==> src/rtl/bram_req_ctrl.sv <==
// Valid/ready front end for a single-port BRAM with a 2-clock registered read path.
// Credit-limited issue, read-latency tracking and a fall-through response FIFO.
module bram_req_ctrl #(
  parameter int ADDR_     = 8,
  parameter int DATA_     = 8,
  parameter int RSP_DEPTH = 4
) (
  input  logic             clk,
  input  logic             aclr,
  input  logic             req_valid,
  output logic             req_ready,
  input  logic             req_we,
  input  logic [ADDR_-1:0] req_addr,
  input  logic [DATA_-1:0] req_wdata,
  output logic             rsp_valid,
  input  logic             rsp_ready,
  output logic [DATA_-1:0] rsp_rdata,
  output logic             mem_aclr,
  output logic             mem_we,
  output logic [ADDR_-1:0] mem_addr,
  output logic [DATA_-1:0] mem_din,
  input  logic [DATA_-1:0] mem_dout
);
  localparam int PW = $clog2(RSP_DEPTH);
  localparam int CW = $clog2(RSP_DEPTH + 1);

  generate
    if (RSP_DEPTH < 4 || (RSP_DEPTH & (RSP_DEPTH - 1)) != 0) begin : g_bad_depth
      $error("bram_req_ctrl: RSP_DEPTH must be a power of 2 and >= 4");
    end
  endgenerate

  logic             r_vld_p1;
  logic             r_vld_p2;
  logic [DATA_-1:0] r_fifo [RSP_DEPTH];
  logic [PW-1:0]    r_wr_ptr;
  logic [PW-1:0]    r_rd_ptr;
  logic [CW-1:0]    r_count;
  logic [CW:0]      w_inflight;
  logic             w_req_fire;
  logic             w_rd_accept;
  logic             w_push;
  logic             w_pop;

  // Every accepted read owns a FIFO slot from issue until it is popped.
  assign w_inflight  = (CW+1)'(r_count) + (CW+1)'(r_vld_p1) + (CW+1)'(r_vld_p2);
  assign req_ready   = !aclr && (w_inflight < (CW+1)'(RSP_DEPTH));
  assign w_req_fire  = req_valid && req_ready;
  assign w_rd_accept = w_req_fire && !req_we;

  assign mem_aclr = aclr;
  assign mem_we   = w_req_fire && req_we;
  assign mem_addr = req_addr;
  assign mem_din  = req_wdata;

  // Stage p1: address held in the BRAM input register; p2: BRAM output register valid
  always_ff @(posedge clk) begin
    if (aclr) begin
      r_vld_p1 <= 1'b0;
      r_vld_p2 <= 1'b0;
    end else begin
      r_vld_p1 <= w_rd_accept;
      r_vld_p2 <= r_vld_p1;
    end
  end

  assign w_push    = r_vld_p2;
  assign rsp_valid = !aclr && (r_count != '0);
  assign w_pop     = rsp_valid && rsp_ready;
  assign rsp_rdata = r_fifo[r_rd_ptr];

  // Response FIFO: storage is not reset, only pointers and occupancy
  always_ff @(posedge clk) begin
    if (w_push) r_fifo[r_wr_ptr] <= mem_dout;
  end

  always_ff @(posedge clk) begin
    if (aclr) begin
      r_wr_ptr <= '0;
      r_rd_ptr <= '0;
      r_count  <= '0;
    end else begin
      if (w_push) r_wr_ptr <= r_wr_ptr + PW'(1);
      if (w_pop)  r_rd_ptr <= r_rd_ptr + PW'(1);
      case ({w_push, w_pop})
        2'b10:   r_count <= r_count + CW'(1);
        2'b01:   r_count <= r_count - CW'(1);
        default: r_count <= r_count;
      endcase
    end
  end

`ifndef SYNTHESIS
  always @(posedge clk) begin
    if (!aclr) begin
      assert (!(w_push && r_count == CW'(RSP_DEPTH)))
        else $error("bram_req_ctrl: response FIFO overflow");
    end
  end
`endif

endmodule
==> config.mk <==
export PLATFORM = sky130hd
export DESIGN_NAME = bram_req_ctrl
export DESIGN_NICKNAME = d
export VERILOG_FILES = /design/src/rtl/bram_req_ctrl.sv
export SDC_FILE = /design/constraint.sdc
export NUM_CORES = 1
export LEC_CHECK = 0
export ABC_AREA = 1
export ABC_CLOCK_PERIOD_IN_PS = 1800
export CAP_MARGIN = 20
export CORE_AREA = 2 2 71 73
export CTS_CLUSTER_DIAMETER = 120
export CTS_CLUSTER_SIZE = 40
export DETAILED_ROUTE_END_ITERATION = 12
export DIE_AREA = 0 0 73 75
export GPL_ROUTABILITY_DRIVEN = 0
export GPL_TIMING_DRIVEN = 0
export PLACE_DENSITY = 0.73
export REMOVE_ABC_BUFFERS = 1
export SLEW_MARGIN = 20
export SYNTH_ARGS = -nofsm -noshare
export SYNTH_HDL_FRONTEND = slang
export SYNTH_SLANG_ARGS = --single-unit
==> constraint.sdc <==
create_clock -name clk -period 1.8 [get_ports clk]
set_input_delay 0.27 -clock clk [delete_from_list [all_inputs] [get_ports clk]]
set_output_delay 0.27 -clock clk [all_outputs]
set_load 0.02 [all_outputs]
==> run metrics, run 1 <==
DRC=0; mux share of post-synthesis cell area=0%; # clock sinks=43; Pwr Density=903 nW/um^2; post-synthesis cell count=172; Setup CP Type=flop to primary output; critical path peak fanout=2; aggregate routed wire length=3.55 mm; drt first pass iters=4; yosys warns=0; 1st-iter DRT viols=84; hold bufs inserted after CTS=0; Startpoint Class=flop; share of Yosys cell area claimed by the top area cell type=a little over 50%; Area Growth Syn to Fin=19.5%; Synth Cell Area=1890 sq um; Crit path max-delay family=flip-flops; Routed WL per cell=14.2 microns; largest family of logic cells by synthesized area=buffers and inverters; Commonest cells post-synth=32 x edfxtp_1, 27 x nor2_1, 18 x inv_1, 17 x buf_4, 16 x o21ai_0; via density per instance=4.86; DP HPWL=2.27 mm; antenna-violating nets left=0; ant diodes=0; gr ovfl total=0; Cell Area, Placed=between 2000 and 2500 sq um; max-cap violations=0; adder-cell share of the synthesized area=5.02%; hold crit path type=primary input to flop; Final nets=230; Post-Layout Cell Count=249; total track usage=13.9%; global-route wire length before repair=5.60 mm; CTS tree=built; NetSw=between 0.4 and 0.5 mW; RSZ-0062 raised after global routing=true; Highest Clock Rate=575 MHz; source of the worst hold timing path=aclr; Die H=75 microns; Die Footprint=5480 sq um; pin count of the biggest net entering global routing=18; Area contributors post-synth=edfxtp_1 51%, dfxtp_1 12%, buf_4 6.7%; Post-synth EDFFs=32; CP endpoint kind=primary output; actual slew at the worst max-slew pin=roughly 0.38 ns; library cells used by synthesis=19; area of the multi-input gates=slightly above 500 sq um; Worst Hold Path EP=r_vld_p2$_SDFF_PP0_; Main synth FF type=edfxtp_1; Max stage delay cell, worst path=dfxtp_4; Worst Hold Path Cells=2; worst reg2reg path depth=12; # rows=25; clock latency on the worst-skew pair=around 0.29 ns; share of cells above drive strength 1=25.1%; Buf/Inv on CP=1; fillcell total=429; count leader, synth=edfxtp_1; relative slew slack=74.6%; TritonCTS buffer count=5; endpoints failing hold=0; Clock Tree Buf Depth=2; worst r2r src=r_count[2]$_SDFFE_PP0P_; Mean Syn Cell Area=approximately 11 sq um; Synth Area in Simple Gates=10.1%; power share of the combinational group=8.1%; I/O Buffers=24; worst r2r dst=r_count[2]$_SDFFE_PP0P_; Final Max Slew Viols=0; Die W=approximately 73 microns; clock root buffer=clkbuf_8; largest area contributor in the netlist=edfxtp_1; Final period util=96.7%; crit-path cells=ha_1 -> a21oi_2 -> or2_4 -> nand3_2 -> nor2_1 -> buf_4; FF+latch count, synth=43; WHS=0.430 ns; Final Critical Period=1.74 ns; Worst-path clk slew=0.07 ns; CP peak stage delay=0.35 ns; vias=1,210; Clock Skew=0.0137 ns; core area=between 4000 and 5000 sq um; LEAKAGE=just under 0.9 nW; H-tree levels=2; VDD IR max=0.499 mV; placed cell count=231; sequential-to-total area share from yosys stat=62.4%; Clock Power Share=about two fifths; Top-Level Pins=57; sw frac=21.4%; asr flop ratio synth=0%; Synth Area in Compound Gates=between 10% and 20%; Pint=1.61 mW; vias in the first global route=1,174; Starting Density=40.6%; part of the power in registers=53.2%; area share of xor/xnor cells in the synthesized design=0%; initial antenna violation count=0; Reg area=1190 sq um; Req. time, crit path=roughly 1.5 ns; status=complete, no violations; R2R Setup Slk=0.10 ns; number of setup violations in the final report=0; crit path DAT=1.47 ns; Final Cell Area=approximately 2300 sq um
-- power by group through the flow --
| stage | sequential, mW | combinational, mW | clock (mW) |
|---|---|---|---|
| 6_report | 1.09 | 0.166 | 0.790 |
| 5_1_grt | 1.09 | 0.183 | 0.846 |
| 4_1_cts | 1.09 | 0.150 | 0.805 |
| 3_5_place_dp | 1.11 | 0.155 | 0 |
| 3_3_place_gp | 1.11 | 0.151 | 0 |
| 2_1_floorplan | 1.11 | 0.0747 | 0 |
-- final cells by class --
cell class / count / area share [%]
multi-input cells: 90 / 22.7
flip-flops and latches: 43 / 52.7
inverters: 20 / 3.43
well taps: 54 / 2.99
clock inverters: 2 / 1.71
repair buffers: 34 / 12.8
clock buffers: 6 / 3.65
-- sequential cells by signal, summed over array words and instances (netlist names), named ones only --
signal    count
r_fifo       32
r_vld_p2      1
r_vld_p1      1
r_rd_ptr      2
r_wr_ptr      2
r_count       3
-- worst register-to-register path, cell delays in order (launching register included) --
cell	delay, ns
dfxtp_2	0.34
inv_2	0.05
nand2_2	0.07
nand3_2	0.08
inv_2	0.06
ha_2	0.16
inv_2	0.05
fa_2	0.33
or2_4	0.25
nand2_2	0.07
nand2_1	0.05
nand2_1	0.05
nor2_1	0.03
-- worst max path at each step --
stage | depth (start not counted) | startpoint | slack, ns | end
floorplan | 12 | r_count[2]$_SDFFE_PP0P_ | 0.04 | r_count[2]$_SDFFE_PP0P_
global route | 12 | r_count[0]$_SDFFE_PP0P_ | -0.007 | r_count[2]$_SDFFE_PP0P_
detailed placement | 12 | aclr | -0.58 | r_count[2]$_SDFFE_PP0P_
finish | 6 | r_vld_p2$_SDFF_PP0_ | 0.06 | mem_we
CTS | 12 | r_count[0]$_SDFFE_PP0P_ | 0.002 | r_count[2]$_SDFFE_PP0P_
global placement | 12 | aclr | -0.57 | r_count[2]$_SDFFE_PP0P_
-- cell usage in the layout, fill, tap and decap left out, types with 4 or more instances in the layout --
cell type | Yosys | final
nor2_1 | 27 | 26
nand2_1 | 15 | 13
a21oi_1 | 8 | 7
o22ai_1 | 8 | 8
edfxtp_1 | 32 | 32
dlygate4sd2_1 | 0 | 5
dfxtp_1 | 11 | 5
buf_4 | 17 | 12
ha_1 | 6 | 5
clkdlybuf4s50_1 | 0 | 12
inv_1 | 18 | 13
dfxtp_2 | 0 | 4
o21ai_0 | 16 | 16
clkbuf_8 | 0 | 6
inv_2 | 2 | 6
-- through the flow --
stage / setup TNS, ns / worst slack (ns) / total power, mW / util [%]
after detailed placement: -3.25 / -0.582 / 1.27 / 44.0
after global routing: -0.0119 / -0.00734 / 2.12 / 48.6
after global placement: -3.06 / -0.567 / 1.26 / 44.0
after floorplan: 0 / 0.0385 / 1.18 / -
after CTS: 0 / 0.00154 / 2.04 / 47.2
final: 0 / 0.0596 / 2.04 / 48.6
-- cell families after synthesis --
group                    Yosys count
AO/OA/AOI/OAI                     36
adder cells (fa/ha/maj)            7
buffers and inverters             39
flip-flops                        43
AND/OR/NAND/NOR                   47
-- routing by layer --
metal  share of wire [%]  GRT usage, %  vias to the layer above
met3                 8.5          6.83                        5
met4                0.76          3.70                        0
met2                  50          24.4                       51
li1                    -             -                      607
met1                  41          14.9                      547
met5                   0             0                        -
-- timing repair --
item | CTS | global route
resized for setup | 32 | 19
endpoints found under the setup margin | 12 | 10
hold endpoints to repair | 0 | 0
buffers inserted | 3 | 7
Power figures use the tool's default switching activity.
==> run 2: changes to the inputs <==
--- a/config.mk
+++ b/config.mk
@@ -6,16 +6,16 @@
 export NUM_CORES = 1
 export LEC_CHECK = 0
 export ABC_AREA = 1
-export ABC_CLOCK_PERIOD_IN_PS = 1800
+export ABC_CLOCK_PERIOD_IN_PS = 2000
 export CAP_MARGIN = 20
-export CORE_AREA = 2 2 71 73
+export CORE_AREA = 2 2 68 70
 export CTS_CLUSTER_DIAMETER = 120
 export CTS_CLUSTER_SIZE = 40
 export DETAILED_ROUTE_END_ITERATION = 12
-export DIE_AREA = 0 0 73 75
+export DIE_AREA = 0 0 70 72
 export GPL_ROUTABILITY_DRIVEN = 0
 export GPL_TIMING_DRIVEN = 0
-export PLACE_DENSITY = 0.73
+export PLACE_DENSITY = 0.76
 export REMOVE_ABC_BUFFERS = 1
 export SLEW_MARGIN = 20
 export SYNTH_ARGS = -nofsm -noshare
==> constraint.sdc (replaced) <==
create_clock -name clk -period 2 [get_ports clk]
set_input_delay 0.3 -clock clk [delete_from_list [all_inputs] [get_ports clk]]
set_output_delay 0.3 -clock clk [all_outputs]
set_load 0.02 [all_outputs]
==> run metrics, run 2 (synthesis results as in run 1) <==
worst reg2reg path depth=12; Top Registers=r_fifo (32), r_count (3); DP HPWL=2.19 mm; critical path peak fanout=6; vias in the first global route=1,144; crit path DAT=1.54 ns; LEAKAGE=0.828 nW; Routed WL per cell=approximately 14 microns; DRC=0; part of the power in registers=between 60% and 70%; H-tree levels=2; VDD IR max=0.270 mV; Area Growth Syn to Fin=13.2%; Pint=~1.3 mW; Final Critical Period=1.84 ns; core area=4260 sq um; Top-Level Pins=57; # rows=24; Final Max Slew Viols=0; # clock sinks=43; Setup CP Type=flop to primary output; R2R Setup Slk=0.17 ns; hold crit path type=primary input to flop; Final nets=between 200 and 250; Largest Register=r_fifo; Max stage delay cell, worst path=dfxtp_2; Final period util=92.1%; I/O Buffers=24; Clock Skew=0.00606 ns; power share of the combinational group=8.2%; max-cap violations=0; gr ovfl total=0; Worst Hold Path Cells=2; worst r2r src=r_count[2]$_SDFFE_PP0P_; Req. time, crit path=1.70 ns; Worst Hold Path EP=r_vld_p2$_SDFF_PP0_; CP peak stage delay=0.35 ns; endpoints failing hold=0; Highest Clock Rate=543 MHz; via density per instance=5.00; status=complete, no violations; clock root buffer=clkbuf_8; Starting Density=44.4%; Clock Tree Buf Depth=2; number of setup violations in the final report=0; clock latency on the worst-skew pair=between 0.2 and 0.3 ns; CP endpoint kind=primary output; Clock Power Share=31.1%; Die W=70 microns; sw frac=21.7%; total negative setup slack=0 ns; NetSw=0.350 mW; pin count of the biggest net entering global routing=18; Worst-path clk slew=0.08 ns; ant diodes=0; crit-path cells=ha_1 -> a21oi_1 -> or2_2 -> nand3_1 -> nor2_1 -> clkbuf_2; max reg flops=32; initial antenna violation count=0; global-route wire length before repair=5.31 mm; Startpoint Class=flop; drt first pass iters=4; TritonCTS buffer count=5; Die H=a little over 70 microns; share of cells above drive strength 1=roughly 14%; most common cell after layout, fill and taps aside=edfxtp_1; CTS tree=built; actual slew at the worst max-slew pin=0.380 ns; total track usage=14.0%; Power, Total=1.62 mW; 1st-iter DRT viols=a little under 90; vias=1,195; source of the worst hold timing path=aclr; most frequent cells in the layout=32 x edfxtp_1, 27 x nor2_1, 17 x inv_1, 16 x o21ai_0, 14 x nand2_1; Die Footprint=5040 sq um; antenna-violating nets left=0; relative slew slack=74.6%; aggregate routed wire length=3.24 mm; worst r2r dst=r_count[2]$_SDFFE_PP0P_; Pwr Density=approximately 750 nW/um^2
==> run 2: worst max path at each step <==
stage / slack (ns) / start / end / cells past startpoint
finish: 0.16 / r_vld_p2$_SDFF_PP0_ / mem_we / 6
floorplan: 0.24 / r_count[2]$_SDFFE_PP0P_ / r_count[2]$_SDFFE_PP0P_ / 12
global placement: -0.40 / aclr / r_count[2]$_SDFFE_PP0P_ / 12
CTS: 0.003 / aclr / r_count[2]$_SDFFE_PP0P_ / 12
detailed placement: -0.41 / aclr / r_count[2]$_SDFFE_PP0P_ / 12
global route: -0.006 / r_count[2]$_SDFFE_PP0P_ / r_count[2]$_SDFFE_PP0P_ / 12
==> run 2: metrics by stage <==
step / setup slack (ns) / instance area (sq um) / cells / utilization, % / hold slack [ns]
finish: 0.159 / 2140 / 239 / 50.3 / 0.318
global route: -0.00614 / 2140 / 239 / 50.3 / 0.332
CTS: 0.00305 / 2130 / 238 / 50.1 / 0.426
detailed placement: -0.412 / 2050 / 229 / 48.1 / 0.423
global placement: -0.398 / 2050 / 229 / 48.1 / 0.423
floorplan: 0.238 / 1740 / 153 / - / 0.371
==> run 2: layout make-up <==
cell class / instances / area, sq um
clock buffers: 6 / 72.6
clock inverters: 2 / 7.51
repair buffers: 26 / 238
well taps: 52 / 65.1
fillers: 396 / 2120
flip-flops and latches: 43 / 1190
multi-input cells: 90 / 493
inverters: 20 / 77.6
==> run 2: layer usage <==
metal	GRT usage [%]	up-vias	part of all wire [%]
met2	23.2	52	47
li1	-	592	-
met3	7.36	8	11
met5	0	-	0
met4	6.84	0	1.9
met1	14.8	543	40
==> run 2: repair_timing <==
action | CTS | global route
hold buffers | 0 | 0
endpoints found under the setup margin | 11 | 3
gates resized for setup | 17 | 9
setup buffers | 1 | 1
pin swaps | 0 | 1
==> run 2: power groups by stage <==
stage	sequential [mW]	combinational [mW]	clock [mW]
2_1_floorplan	0.998	0.0673	0
3_3_place_gp	1.00	0.136	0
3_5_place_dp	1.00	0.137	0
4_1_cts	0.981	0.132	0.514
5_1_grt	0.983	0.150	0.554
6_report	0.981	0.133	0.502
==> run 2: critical path, delay by kind of cell (launching register included) <==
| family | cells | cell delay, ns |
|---|---|---|
| and+or+nand+nor | 3 | 0.42 |
| buffers and inverters | 1 | 0.14 |
| adders and majority gates | 1 | 0.28 |
| DFF | 1 | 0.35 |
| AOI/OAI and AO/OA | 1 | 0.05 |
==> run 3: changes to the inputs <==
--- a/config.mk
+++ b/config.mk
@@ -8,14 +8,14 @@
 export ABC_AREA = 1
 export ABC_CLOCK_PERIOD_IN_PS = 2000
 export CAP_MARGIN = 20
-export CORE_AREA = 2 2 68 70
+export CORE_AREA = 8 8 77 72
 export CTS_CLUSTER_DIAMETER = 120
 export CTS_CLUSTER_SIZE = 40
 export DETAILED_ROUTE_END_ITERATION = 12
-export DIE_AREA = 0 0 70 72
+export DIE_AREA = 0 0 85 80
 export GPL_ROUTABILITY_DRIVEN = 0
 export GPL_TIMING_DRIVEN = 0
-export PLACE_DENSITY = 0.76
+export PLACE_DENSITY = 0.77
 export REMOVE_ABC_BUFFERS = 1
 export SLEW_MARGIN = 20
 export SYNTH_ARGS = -nofsm -noshare
==> run metrics, run 3 (synthesis results as in run 1) <==
status=complete, no violations; Die H=80 microns; VDD IR max=0.381 mV; crit path DAT=2.06 ns; Worst-path clk slew=0.07 ns; CP endpoint kind=flop; CTS tree=built; Final Critical Period=between 1.5 and 2 ns; Cell Area, Placed=between 2000 and 2500 sq um; actual slew at the worst max-slew pin=0.391 ns; 1st-iter DRT viols=81; max reg flops=32; max-cap violations=0; initial antenna violation count=0; Req. time, crit path=2.18 ns; Top Registers=r_fifo (32), r_count (3); total negative setup slack=0 ns; drt first pass iters=4; NetSw=0.363 mW; Clock Tree Buf Depth=2; Final Max Slew Viols=0; pin count of the biggest net entering global routing=18; sw frac=22.2%; share of cells above drive strength 1=between 10% and 20%; Final nets=221; part of the power in registers=60.1%; TritonCTS buffer count=5; Final Cell Area=2140 sq um; Die Footprint=6800 sq um; Setup CP Type=primary input to flop; gr ovfl total=0; Highest Clock Rate=around 530 MHz; number of setup violations in the final report=0; global-route wire length before repair=roughly 5.7 mm; clock latency on the worst-skew pair=0.29 ns; Pwr Density=765 nW/um^2; # rows=23; hold crit path type=flop to flop; ant diodes=0; Clock Power Share=between 30% and 40%; Area Growth Syn to Fin=12.7%; Starting Density=between 40% and 50%; Pint=1.27 mW; Routed WL per cell=14.8 microns; # clock sinks=43; Startpoint Class=primary input; most common cell after layout, fill and taps aside=edfxtp_1; DRC=0; antenna-violating nets left=0; RSZ-0062 raised after global routing=false; critical path peak fanout=4; clock root buffer=clkbuf_8; total track usage=10.8%; Top-Level Pins=57; relative slew slack=73.9%; most frequent cells in the layout=32 x edfxtp_1, 27 x nor2_1, 17 x inv_1, 16 x o21ai_0, 14 x nand2_1; vias=1,169; I/O Buffers=24; endpoints failing hold=0; fillcell total=roughly 380; DP HPWL=2.43 mm; vias in the first global route=1,220; H-tree levels=2; Final period util=between 90% and 100%; Die W=85 microns; Clock Skew=about 0.0095 ns; aggregate routed wire length=3.48 mm; LEAKAGE=between 0.8 and 0.9 nW; via density per instance=4.95; power share of the combinational group=around 8.2%; core area=4290 sq um; Largest Register=r_fifo
-- run 3: path summary, 6_finish.rpt --
kind / start / endpoint / slack [ns] / depth (start not counted)
worst max-delay path: rsp_ready / r_count[2]$_SDFFE_PP0P_ / 0.12 / 11
worst min-delay path: r_vld_p1$_SDFF_PP0_ / r_vld_p2$_SDFF_PP0_ / 0.43 / 2
worst max register to register: r_count[2]$_SDFFE_PP0P_ / r_count[2]$_SDFFE_PP0P_ / 0.14 / 12
worst min register to register: r_vld_p1$_SDFF_PP0_ / r_vld_p2$_SDFF_PP0_ / 0.43 / 2
-- run 3: critical path, cell delays in order --
cell	delay, ns
clkdlybuf4s50_1	0.49
nand3_2	0.11
inv_1	0.07
ha_1	0.14
inv_1	0.07
fa_2	0.34
or2_2	0.30
nand2_1	0.09
nand2_1	0.05
nand2_1	0.05
nor2_1	0.04
-- run 3: final cells by class --
type                       count  area, sq um  area share (%)
clock buffer                   6         72.6            3.40
clock inverter                 2         12.5           0.586
inverter                      20         77.6            3.63
multi-input combinational     90          493            23.1
sequential                    43         1190            55.8
tap                           50         62.6            2.93
timing repair buffer          25          226            10.6
-- run 3: timing repair --
item / CTS / global route
gates resized for setup: 19 / 8
hold buffers: 0 / 0
buffers inserted: 1 / 0
setup endpoints to repair: 11 / 3
-- run 3: power by group through the flow --
| stage | clock network (mW) | registers [mW] | logic, mW |
|---|---|---|---|
| global placement | 0 | 1.00 | 0.137 |
| global route | 0.572 | 0.983 | 0.150 |
| floorplan | 0 | 0.998 | 0.0673 |
| detailed placement | 0 | 1.00 | 0.141 |
| CTS | 0.535 | 0.980 | 0.135 |
| finish | 0.518 | 0.981 | 0.134 |
-- run 3: layer usage --
metal,GRT usage [%],vias up,share of wire [%]
li1,-,590,-
met1,12.0,523,44
met2,16.4,51,44
met3,7.41,5,11
met4,3.02,0,0.95
met5,0,-,0
-- run 3: through the flow --
stage	hold WS [ns]	util [%]	instances	total power, mW	setup WS (ns)
floorplan	0.371	-	153	1.06	0.238
global placement	0.420	47.7	227	1.14	-0.405
detailed placement	0.425	47.7	227	1.14	-0.450
CTS	0.430	49.8	236	1.65	0.0209
global route	0.436	49.8	236	1.70	0.00191
finish	0.427	49.8	236	1.63	0.124
==> RTL edit, RTL diff (flow settings as in run 2) <==
The parameter `DATA_` goes from 8 to 12.
--- a/src/rtl/bram_req_ctrl.sv
+++ b/src/rtl/bram_req_ctrl.sv
@@ -2,7 +2,7 @@
 // Credit-limited issue, read-latency tracking and a fall-through response FIFO.
 module bram_req_ctrl #(
   parameter int ADDR_     = 8,
-  parameter int DATA_     = 8,
+  parameter int DATA_     = 12,
   parameter int RSP_DEPTH = 4
 ) (
   input  logic             clk,
Interface: changed (resized mem_din, mem_dout, req_wdata and rsp_rdata); port bits go from 57 to 73. No check against the original RTL was run, so the function may have changed too.
==> RTL edit against run 2 <==
- worst setup slack worse by 0.050 ns
- sequential cell count up 16
- clock power grew 95%
- first-iteration DRC count is 33% higher
- total power is 55% higher
- wire length is 44% higher
- core utilization increased by 18 points
- final area is 36% higher
- area after synthesis rose by 33%
- synthesized cell count up 26%
- register-to-register slack better by 0.05 ns
==> RTL edit: results (changes against run 2) <==
[yosys]
synth_area_leaders = edfxtp_1 (57%), dfxtp_1 (8.8%), buf_4 (6.9%)
synth.lib_cells_used.distinct = 19  ; unchanged
ys_warn_count = 0  ; unchanged
seq_area_frac_synth_pct = 66.1  ; +3.8 points
synth-edff-count = 48  ; +50%
synth_common_cells = edfxtp_1 (48), nor2_1 (37), buf_4 (23), inv_1 (18)
avgSynthCellArea_um2 = 11.6  ; +5.2%
async_flop_share_pct = 0  ; unchanged

[clock_tree]
cts-htree-levels = 3  ; +1
numCtsBuffers = 9  ; +4
clock_path_buffers = 2  ; unchanged
cts-root-buf = clkbuf_8
clk_latency_ns = 0.32  ; +0.03 ns
clk_pin_slew_ns = 0.06  ; -0.02 ns

[global_routing]
grt_max_degree = 26  ; +8
gr-usage-all-layers_pct = 19.1  ; +5.1 points
grt_pass1_vias = 1515  ; +32%
grt_pass1_wl_um = 7160  ; +35%
antenna_found_initial = 0  ; unchanged

[detailed_routing]
wire_per_inst_um = 15.9  ; +17%
dr.first_iter.drc_count = 116  ; +33%
vias = 1579  ; +32%
drt_pre_antenna_iters = 4  ; unchanged

[outcome]
status = finished clean

[placement]
placed_area_um2 = 2690  ; +31%
portBuffers = 32  ; +33%
hpwl_um = 2980  ; +36%
dp.cells = 274  ; +20%

[cells_and_area]
stdcell_count = 294  ; +23%
syn_to_final_growth_pct = 15.9
drive_gt1_share_pct = 11.6  ; -2.3 points
reg_top3 = r_fifo x48, r_count x3
antenna_cells = 0  ; unchanged
final_nets = 282  ; +27%
fillers = 333  ; -16%

[sta]
clock_skew_ns = 0.00818  ; +0.00213 ns
hold_violations = 0  ; unchanged
slew_headroom_pct = 63.7  ; -11 points

[hold_path]
hp-class = primary input to register

[power]
ir_drop_mv = 0.797  ; +190%
p_leak_nw = 1.11  ; +34%

[setup_path]
cp.arrival_ns = 1.59  ; +0.05 ns
path_max_fanout = 24  ; +18

-- RTL edit: layer usage --
metal / wire, um / up-vias / GRT usage (%)
met3: 429 / 6 / 10.4
met4: 54 / 0 / 6.62
met1: 1950 / 736 / 23.2
met5: 0 / - / 0
met2: 2230 / 71 / 29.2
li1: - / 766 / -
-- RTL edit: repair_timing --
action                                  CTS  global route
endpoints found under the setup margin   14             4
gates resized for setup                  25             3
setup buffers                             2             3
pin swaps                                 0             0
-- RTL edit: cell families after synthesis --
| kind of cell | synth area share, % |
|---|---|
| flip-flops | 66.1 |
| buffers and inverters | 11.1 |
| AO/OA/AOI/OAI | 9.96 |
| AND/OR/NAND/NOR | 9.01 |
| adder cells (fa/ha/maj) | 3.78 |
-- RTL edit: path summary, 6_finish.rpt --
check | slack (ns) | start | to | depth (start not counted)
worst max-delay path | 0.11 | register | rsp_rdata[4] | 4
worst min-delay path | 0.31 | aclr | r_vld_p2 | 2
worst max register to register | 0.22 | r_count[2] | r_count[2] | 13
worst min register to register | 0.42 | r_vld_p1 | r_vld_p2 | 2
-- RTL edit: area by class of cell --
cell class	instances	area share [%]
Timing Repair Buffer	37	11.7
Clock buffer	9	4.25
Clock inverter	6	1.98
Tap cell	52	2.23
Multi-Input combinational cell	111	19.6
Sequential cell	59	57.3
Inverter	20	2.88
-- RTL edit: critical path, stage by stage, from the launching register on --
cell and delay (ns):
dfxtp_4 0.41, inv_6 0.17, o21ai_0 0.13, o22ai_1 0.18
dlygate4sd2_1 0.37
-- RTL edit: where the power goes --
part           leakage (nW)  internal [W]  switching (W)
combinational         0.498     0.0000761      0.0000982
clock                0.0862      0.000556       0.000422
sequential            0.524       0.00134      0.0000125
total                  1.11       0.00197       0.000533
-- RTL edit: stage by stage --
step                      total power [W]  setup slack, ns  hold slack (ns)
final                             0.00250            0.108            0.308
after global routing              0.00260          0.00741            0.334
after CTS                         0.00251           0.0198            0.428
after detailed placement          0.00156           -0.550            0.426
after global placement            0.00155           -0.432            0.413
after floorplan                   0.00146            0.391            0.371
